<file path="src/rtl/rf_wb_arbiter_pkg.sv">
// +--------------------------------------------------------------------+
// | rf_wb_arbiter_pkg : shared constants/types for the writeback arbiter |
// | Revision 1.0                                                       |
// +--------------------------------------------------------------------+
`default_nettype none

package rf_wb_arbiter_pkg;
  localparam int REQ_ALU    = 0;
  localparam int REQ_LSU    = 1;
  localparam int XLEN       = 32;
  localparam int REG_ADDR_W = 5;

  localparam logic [REG_ADDR_W-1:0] ZERO_REG = '0;

  typedef logic [REG_ADDR_W-1:0] reg_addr_t;
endpackage

`default_nettype wire

</file>
<file path="src/rtl/rf_wb_arbiter_arb.sv">
// +--------------------------------------------------------------------+
// | rr_arb2 : two-way round-robin arbiter with registered pointer      |
// | Revision 1.0                                                       |
// +--------------------------------------------------------------------+
`default_nettype none

module rr_arb2
  import rf_wb_arbiter_pkg::*;
(
  input  logic       clk,
  input  logic       rst,
  input  logic [1:0] i_valid,
  output logic [1:0] o_grant
);

  localparam logic PTR_RESET = 1'(REQ_ALU);

  logic ptr_q;
  logic ptr_d;

  // The pointer only advances on contention; a lone requester leaves it alone.
  always_comb begin
    o_grant = '0;
    ptr_d   = ptr_q;
    if (!rst) begin
      if (i_valid == 2'b11) begin
        o_grant[ptr_q] = 1'b1;
        ptr_d          = ~ptr_q;
      end else begin
        o_grant = i_valid;
      end
    end
  end

  always_ff @(posedge clk) begin
    if (rst) begin
      ptr_q <= PTR_RESET;
    end else begin
      ptr_q <= ptr_d;
    end
  end

endmodule

`default_nettype wire

</file>
<file path="src/rtl/rf_wb_arbiter.sv">
// +--------------------------------------------------------------------+
// | rf_wb_arbiter : regfile write-port arbiter, scoreboard and bypass  |
// | Revision 1.0                                                       |
// +--------------------------------------------------------------------+
`default_nettype none

module rf_wb_arbiter #(
  parameter int NREQ = 2,
  parameter int XLEN = 32
) (
  input  logic            clk,
  input  logic            rst,
  input  logic            i_alu_valid,
  input  logic [4:0]      i_alu_waddr_5,
  input  logic [XLEN-1:0] i_alu_wdata_32,
  output logic            o_alu_ready,
  input  logic            i_lsu_valid,
  input  logic [4:0]      i_lsu_waddr_5,
  input  logic [XLEN-1:0] i_lsu_wdata_32,
  output logic            o_lsu_ready,
  output logic            o_rf_wen,
  output logic [4:0]      o_rf_waddr_5,
  output logic [XLEN-1:0] o_rf_wdata_32,
  input  logic            i_issue_valid,
  input  logic [4:0]      i_issue_rd_5,
  input  logic [4:0]      i_raddr1_5,
  input  logic [4:0]      i_raddr2_5,
  input  logic [XLEN-1:0] i_rf_rdata1_32,
  input  logic [XLEN-1:0] i_rf_rdata2_32,
  output logic [XLEN-1:0] o_rdata1_32,
  output logic [XLEN-1:0] o_rdata2_32,
  output logic            o_raw_hazard,
  output logic            o_waw_hazard
);
  import rf_wb_arbiter_pkg::*;

  logic [NREQ-1:0] req_valid;
  logic [NREQ-1:0] req_grant;

  assign req_valid[REQ_ALU] = i_alu_valid;
  assign req_valid[REQ_LSU] = i_lsu_valid;

  rr_arb2 u_arb (
    .clk     (clk),
    .rst     (rst),
    .i_valid (req_valid),
    .o_grant (req_grant)
  );

  assign o_alu_ready = req_grant[REQ_ALU];
  assign o_lsu_ready = req_grant[REQ_LSU];

  logic            wen_q,   wen_d;
  reg_addr_t       waddr_q, waddr_d;
  logic [XLEN-1:0] wdata_q, wdata_d;
  logic [31:0]     pending_q, pending_d;

  always_comb begin
    wen_d   = 1'b0;
    waddr_d = waddr_q;
    wdata_d = wdata_q;
    if (|req_grant) begin
      waddr_d = req_grant[REQ_LSU] ? i_lsu_waddr_5  : i_alu_waddr_5;
      wdata_d = req_grant[REQ_LSU] ? i_lsu_wdata_32 : i_alu_wdata_32;
      wen_d   = (waddr_d != ZERO_REG);
    end
  end

  // Clear first so that an issue to the same register on this edge wins.
  always_comb begin
    pending_d = pending_q;
    if (wen_q) begin
      pending_d[waddr_q] = 1'b0;
    end
    if (i_issue_valid && (i_issue_rd_5 != ZERO_REG)) begin
      pending_d[i_issue_rd_5] = 1'b1;
    end
    pending_d[0] = 1'b0;
  end

  always_ff @(posedge clk) begin
    if (rst) begin
      wen_q     <= 1'b0;
      waddr_q   <= '0;
      wdata_q   <= '0;
      pending_q <= '0;
    end else begin
      wen_q     <= wen_d;
      waddr_q   <= waddr_d;
      wdata_q   <= wdata_d;
      pending_q <= pending_d;
    end
  end

  assign o_rf_wen      = wen_q;
  assign o_rf_waddr_5  = waddr_q;
  assign o_rf_wdata_32 = wdata_q;

  logic byp1, byp2;

  assign byp1 = wen_q && (waddr_q == i_raddr1_5) && (i_raddr1_5 != ZERO_REG);
  assign byp2 = wen_q && (waddr_q == i_raddr2_5) && (i_raddr2_5 != ZERO_REG);

  assign o_rdata1_32 = (i_raddr1_5 == ZERO_REG) ? '0 : (byp1 ? wdata_q : i_rf_rdata1_32);
  assign o_rdata2_32 = (i_raddr2_5 == ZERO_REG) ? '0 : (byp2 ? wdata_q : i_rf_rdata2_32);

  assign o_raw_hazard = (pending_q[i_raddr1_5] && !byp1) ||
                        (pending_q[i_raddr2_5] && !byp2);
  assign o_waw_hazard = i_issue_valid && pending_q[i_issue_rd_5];

endmodule

`default_nettype wire

</file>
<file path="config.mk">
export PLATFORM = sky130hd
export DESIGN_NAME = rf_wb_arbiter
export DESIGN_NICKNAME = d
export VERILOG_FILES = /design/src/rtl/rf_wb_arbiter_pkg.sv /design/src/rtl/rf_wb_arbiter_arb.sv /design/src/rtl/rf_wb_arbiter.sv
export SDC_FILE = /design/constraint.sdc
export NUM_CORES = 1
export LEC_CHECK = 0
export CORE_MARGIN = 10
export CORE_UTILIZATION = 36
export DETAILED_ROUTE_END_ITERATION = 10
export GPL_TIMING_DRIVEN = 0
export HOLD_SLACK_MARGIN = 0.05
export MAX_ROUTING_LAYER = met4
export PLACE_DENSITY = 0.81
export SETUP_SLACK_MARGIN = 0.5
export SYNTH_ARGS = -nofsm -noshare
export SYNTH_HDL_FRONTEND = slang
export SYNTH_SLANG_ARGS = --single-unit
</file>
<file path="constraint.sdc">
create_clock -name clk -period 2.03 [get_ports clk]
set_input_delay 0.406 -clock clk [delete_from_list [all_inputs] [get_ports clk]]
set_output_delay 0.406 -clock clk [all_outputs]
set_load 0.005 [all_outputs]
</file>
# Word-level counts from Yosys, hierarchy flattened
# Cells that the tools add are included.
[totals]
ff_bits = 71
wordCells = 66
[op_classes]
n_reduce_logical = 22
n_eq_ne = 3
n_bitwise = 5
order_cmp = 8
mux = 22
[ops]
columns = ["cell", "count"]
rows = [
  ["32-bit two-way mux", 7],
  ["32-bit bitwise AND", 1],
  ["32-bit inverter", 1],
  ["32-bit OR", 1],
  ["5-bit by 6-bit < comparator with 1-bit output, second input constant", 4],
  ["5-bit nonzero test", 4],
  ["1-bit binary-select mux with 5-bit select", 3],
  ["1-bit logical AND", 11],
  ["1-bit demux with 5-bit select", 2],
  ["5-bit == test", 2],
  ["5-bit by 1-bit greater-or-equal comparator with 1-bit output, second input constant", 2],
  ["5-bit logical NOT", 2],
  ["1-bit two-way mux", 6],
  ["5-bit two-way mux", 1],
  ["2-bit two-way mux", 2],
  ["2-bit OR reduction", 2],
  ["2-bit == test, second input constant", 1],
  ["1-bit logical NOT", 2],
  ["1-bit by 2-bit < comparator with 1-bit output, second input constant", 1],
  ["1-bit inverter", 2],
  ["1-bit demux with 1-bit select", 1],
  ["1-bit greater-or-equal comparator, second input constant", 1],
  ["1-bit logical OR", 1],
]

# Depth between registers and ports, before layout
[depth]
depth_word = 9
mapped_depth = 8

# Modules after synthesis
# Synthesis repeated with hierarchy kept, for this count alone.
[hier_totals]
hier_cells = 667
hier_area_um2 = 4906.0
[modules_own_cells]
columns = ["mod", "seq_area_each_um2", "area_each_um2", "instances", "cells_per_inst"]
rows = [
  ["rf_wb_arbiter", 1381.3, 4834.6, 1, 659],
  ["rr_arb2", 20.0, 71.3, 1, 8],
]

# Least setup slack after synthesis
# Ideal clock, no wire load.
[synth_timing]
path_type = "input-to-output"
start = "input port i_raddr1_5[0]"
end = "output port o_raw_hazard"
path_stages = 6
arrival_time_ps = 1607
path_buffers = 1
t_required_ps = 1624
path_slack_ps = 17
path_cell_list = "buf_2 > mux4_2 > nor4b_1 > nor4_1 > nand4b_1 > o311ai_1"
[synth_via]
elab_chain_cells = 6
word_cells_on_any_way = 9
[synth_rtl]
columns = ["element", "line", "text"]
rows = [
  ["start, declared", "rf_wb_arbiter.sv:26", "input logic [4:0] i_raddr1_5,"],
  ["branches (longest 4 deep; another with 1-bit binary-select mux with 5-bit select)", "n/a", ""],
  ["1-bit logical AND *", "rf_wb_arbiter.sv:107", "assign o_raw_hazard = (pending_q[i_raddr1_5] && !byp1) ||"],
  ["1-bit logical OR *", "rf_wb_arbiter.sv:107", ""],
  ["end, declared", "rf_wb_arbiter.sv:32", "output logic o_raw_hazard,"],
]
# Every way passes the cells marked *. The select of a mux whose other input is x is not followed.

# Final worst setup path
[layout_timing]
start = "register waddr_q[0], in the netlist o_rf_waddr_5[0]"
end = "output port o_raw_hazard"
[layout_via]
elab_chain_cells = 6
word_cells_on_any_way = 11
[layout_rtl]
columns = ["element", "line", "text"]
rows = [
  ["start, declared", "rf_wb_arbiter.sv:54", "reg_addr_t waddr_q, waddr_d;"],
  ["start signal, assigned", "rf_wb_arbiter.sv:89", "waddr_q <= waddr_d;"],
  ["5-bit == test (on tied branches)", "rf_wb_arbiter.sv:101, rf_wb_arbiter.sv:102", ""],
  ["1-bit logical AND (on tied branches) (2 in series)", "rf_wb_arbiter.sv:101, rf_wb_arbiter.sv:102", ""],
  ["1-bit logical NOT (on tied branches)", "rf_wb_arbiter.sv:107, rf_wb_arbiter.sv:108", ""],
  ["1-bit logical AND (on tied branches)", "rf_wb_arbiter.sv:107, rf_wb_arbiter.sv:108", ""],
  ["1-bit logical OR *", "rf_wb_arbiter.sv:107", ""],
]
# Every way passes the cells marked *; elsewhere a longest branch is shown, timed or not.

==> flow_summary.ini <==
[global_routing]
grt.overflow.total = 0
track_usage_pct = 26.00
antenna_found_initial = 0
grt_pass1_wl_mm = 36.66
grt_max_degree = 13
grt_pass1_vias = 6196

[clocking]
htreeDepth = 3
cts.sinks = 70
postCtsHoldBufs = 0
clk_latency_ns = 0.34
cts_made_buffers = 9
clockBufferDepth = 2
clk_pin_slew_ns = 0.06
cts_tree = built
root_buffer = clkbuf_16

[cells_and_area]
synthToLayoutAreaGrowth_pct = 84.93
drive_above_1_share_pct = 37.12
fin_nets = 1139
final_core_util_pct = 67.67

[die]
core_sq_um = 13140
io_pins = 264
start_util_pct = 36.59
rows = 42
die_h_microns = 135.6
die_area_sq_um = 18380
die_w_microns = 135.6

[setup_path]
crit_fanout = 5
worst-setup-path-type = flip-flop to output port
critPathLaunchType = flip-flop
cp_common_cell = buf_6
critPathLaunch = o_rf_waddr_5[0]
crit_chain = buf_6 > buf_6 > xor2_1 > nor4_2 > and4_4 > buf_12 > buf_12 > buf_6 > nand3b_1 > o311ai_2 > buf_2
slowest_delay_ns = 0.32
cp.required_ns = 1.62
timing.rr.start = o_rf_waddr_5[1]
crit_slowest_cell = dfxtp_2
endpoint_kind = output port
crit_buf_inv = 6
crit_family = buffers and inverters
arrival_ns = 2.25

[timing]
maxSlewViolCount = 0
finalWorstSetupSlack_ns = -0.6231
maxSlewHeadroom_pct = 65.99
hold_viol = 0
clock.fmax_mhz = 376.9
tightest_slew_ns = 0.5102
clock_skew_ns = 0.005801
fin_crit_ns = 2.653
rsz0062_at_grt = yes
setup_violations = 66
timing.final.crit_share_pct = 130.7

[synthesis]
synth-seq-cells = 70
synth_most_common_cell = nand2_1
async_reset_ff_share_pct = 0
synth.avg_cell_area_sq_um = 7.476
synthTopCellsByArea = dfxtp_1 (29%), nand2_1 (16%), mux4_2 (9.4%), o21ai_0 (7.5%), a21oi_1 (6.6%)
synth_edf_count = 0
synth_cell_types = 45
synth_common_cells = nand2_1 (202), o21ai_0 (72), dfxtp_1 (70)
netlist_area_sq_um = 4807
syn_nets = 801
synth_ff_type = dfxtp_1
synth_top_area_share_pct = 29.15
ys_warn_count = 0
syn_inst = 643
ys_seq_area_share_pct = 29.15
synth.largest_area_cell = dfxtp_1

[status]
status = finished with violations
violations = setup timing

[placed_design]
place_ws_ns = -1.337
dp_hpwl_mm = 18.53
numPortBuffers = 257
place_congestion = 0.9972

[flow_run]
maxCapViolations = 0

[route]
vias_per_cell = 5.623
remaining_drc_errors = 0
dr.first_iter.drc_count = 628
wl_per_cell_microns = 22.05
ant_nets = 0
wirelength_mm = 25.64
dr.pass1.iters = 5
via_count = 6540

[min_path]
hp-class = flip-flop to flip-flop
hp-start = o_rf_wdata_32[8]

[power]
p_leak_nw = 3.798
ir_drop_mv = 0.3234
powerDensity_nw_per_um2 = 532.0
[final timing paths]
path	endpoint	slack (ns)	depth (start not counted)
setup / recovery	o_raw_hazard	-0.62	11
hold / removal	o_rf_wdata_32[8]	0.48	2
setup reg to reg	pending_q[29]	0.55	5
hold reg to reg	o_rf_wdata_32[8]	0.48	2
[tightest hold or removal path: stages, from the launching register on]
cell	delay, ns
dfxtp_2	0.34
nand2_1	0.06
a21oi_1	0.05
[layout by cell type, fill, tap and decap left out, types with 20 or more instances in the layout]
| cell | n |
|---|---|
| buf_6 | 29 |
| buf_4 | 45 |
| buf_2 | 73 |
| a22oi_1 | 34 |
| nand2_2 | 42 |
| a21oi_1 | 63 |
| nand2_1 | 155 |
| dfxtp_1 | 32 |
| dfxtp_2 | 29 |
| clkdlybuf4s50_1 | 139 |
| dlygate4sd2_1 | 43 |
| o21ai_1 | 44 |
| mux4_2 | 20 |
| o21ai_2 | 26 |
| o21ai_0 | 29 |
[stage by stage]
stage	cells	setup TNS [ns]	power, mW	hold slack [ns]	area, sq um
final	1163	-33.81	4.730	0.4833	8890
after global routing	1162	-38.55	4.895	0.5006	8887
after CTS	1148	-32.26	4.675	0.4816	8602
after detailed placement	1076	-93.66	2.778	0.4867	7720
after global placement	1076	-92.98	2.765	0.4742	7720
after floorplan	643	0	1.997	0.4697	4927
[power by group]
group / switching, mW / internal, mW
clock network: 0.625 / 1.27
logic: 0.574 / 0.706
registers: 0.101 / 1.45
[layout make-up]
type | instances | area, sq um
Timing Repair Buffer | 327 | 2915
Clock inverter | 5 | 103.9
Fill cell | 1070 | 4248
Multi-Input combinational cell | 516 | 3391
Clock buffer | 11 | 252.7
Antenna cell | 1 | 2.502
Inverter | 2 | 7.507
Buffer | 55 | 525.5
Sequential cell | 70 | 1471
Tap cell | 176 | 220.2
[logic make-up (layout without fill, tap and decap cells)]
logic type,Yosys count,in the layout,synth area share (%)
flip-flops,70,70,29.15
other,0,1,0
buffers and inverters,57,400,7.210
multiplexers,36,36,12.81
AND/OR/NAND/NOR,260,260,23.48
XOR/XNOR,11,11,2.004
AO/OA/AOI/OAI,209,209,25.35
[sequential cells by signal, indices dropped and copies added, names as in the netlist]
| name | flops |
|---|---|
| o_rf_waddr_5 | 5 |
| o_rf_wdata_32 | 32 |
| o_rf_wen | 1 |
| pending_q | 31 |
| u_arb.ptr_q | 1 |
[routing by layer]
layer  global-route usage [%]  share of wire (%)  up-vias
met5                        -                  0        -
met4                    10.41                3.7        0
met3                    5.935                9.1       79
met2                    42.79                 49      416
met1                    29.98                 38     3077
li1                         -                  -     2968
[repair_timing]
action	4_1_cts	5_1_grt
pin swaps	34	14
gates cloned	6	2
resized for setup	518	63
buffers inserted	50	12
setup endpoints to repair	175	111
Note: power is estimated with default switching activity, not from simulation.
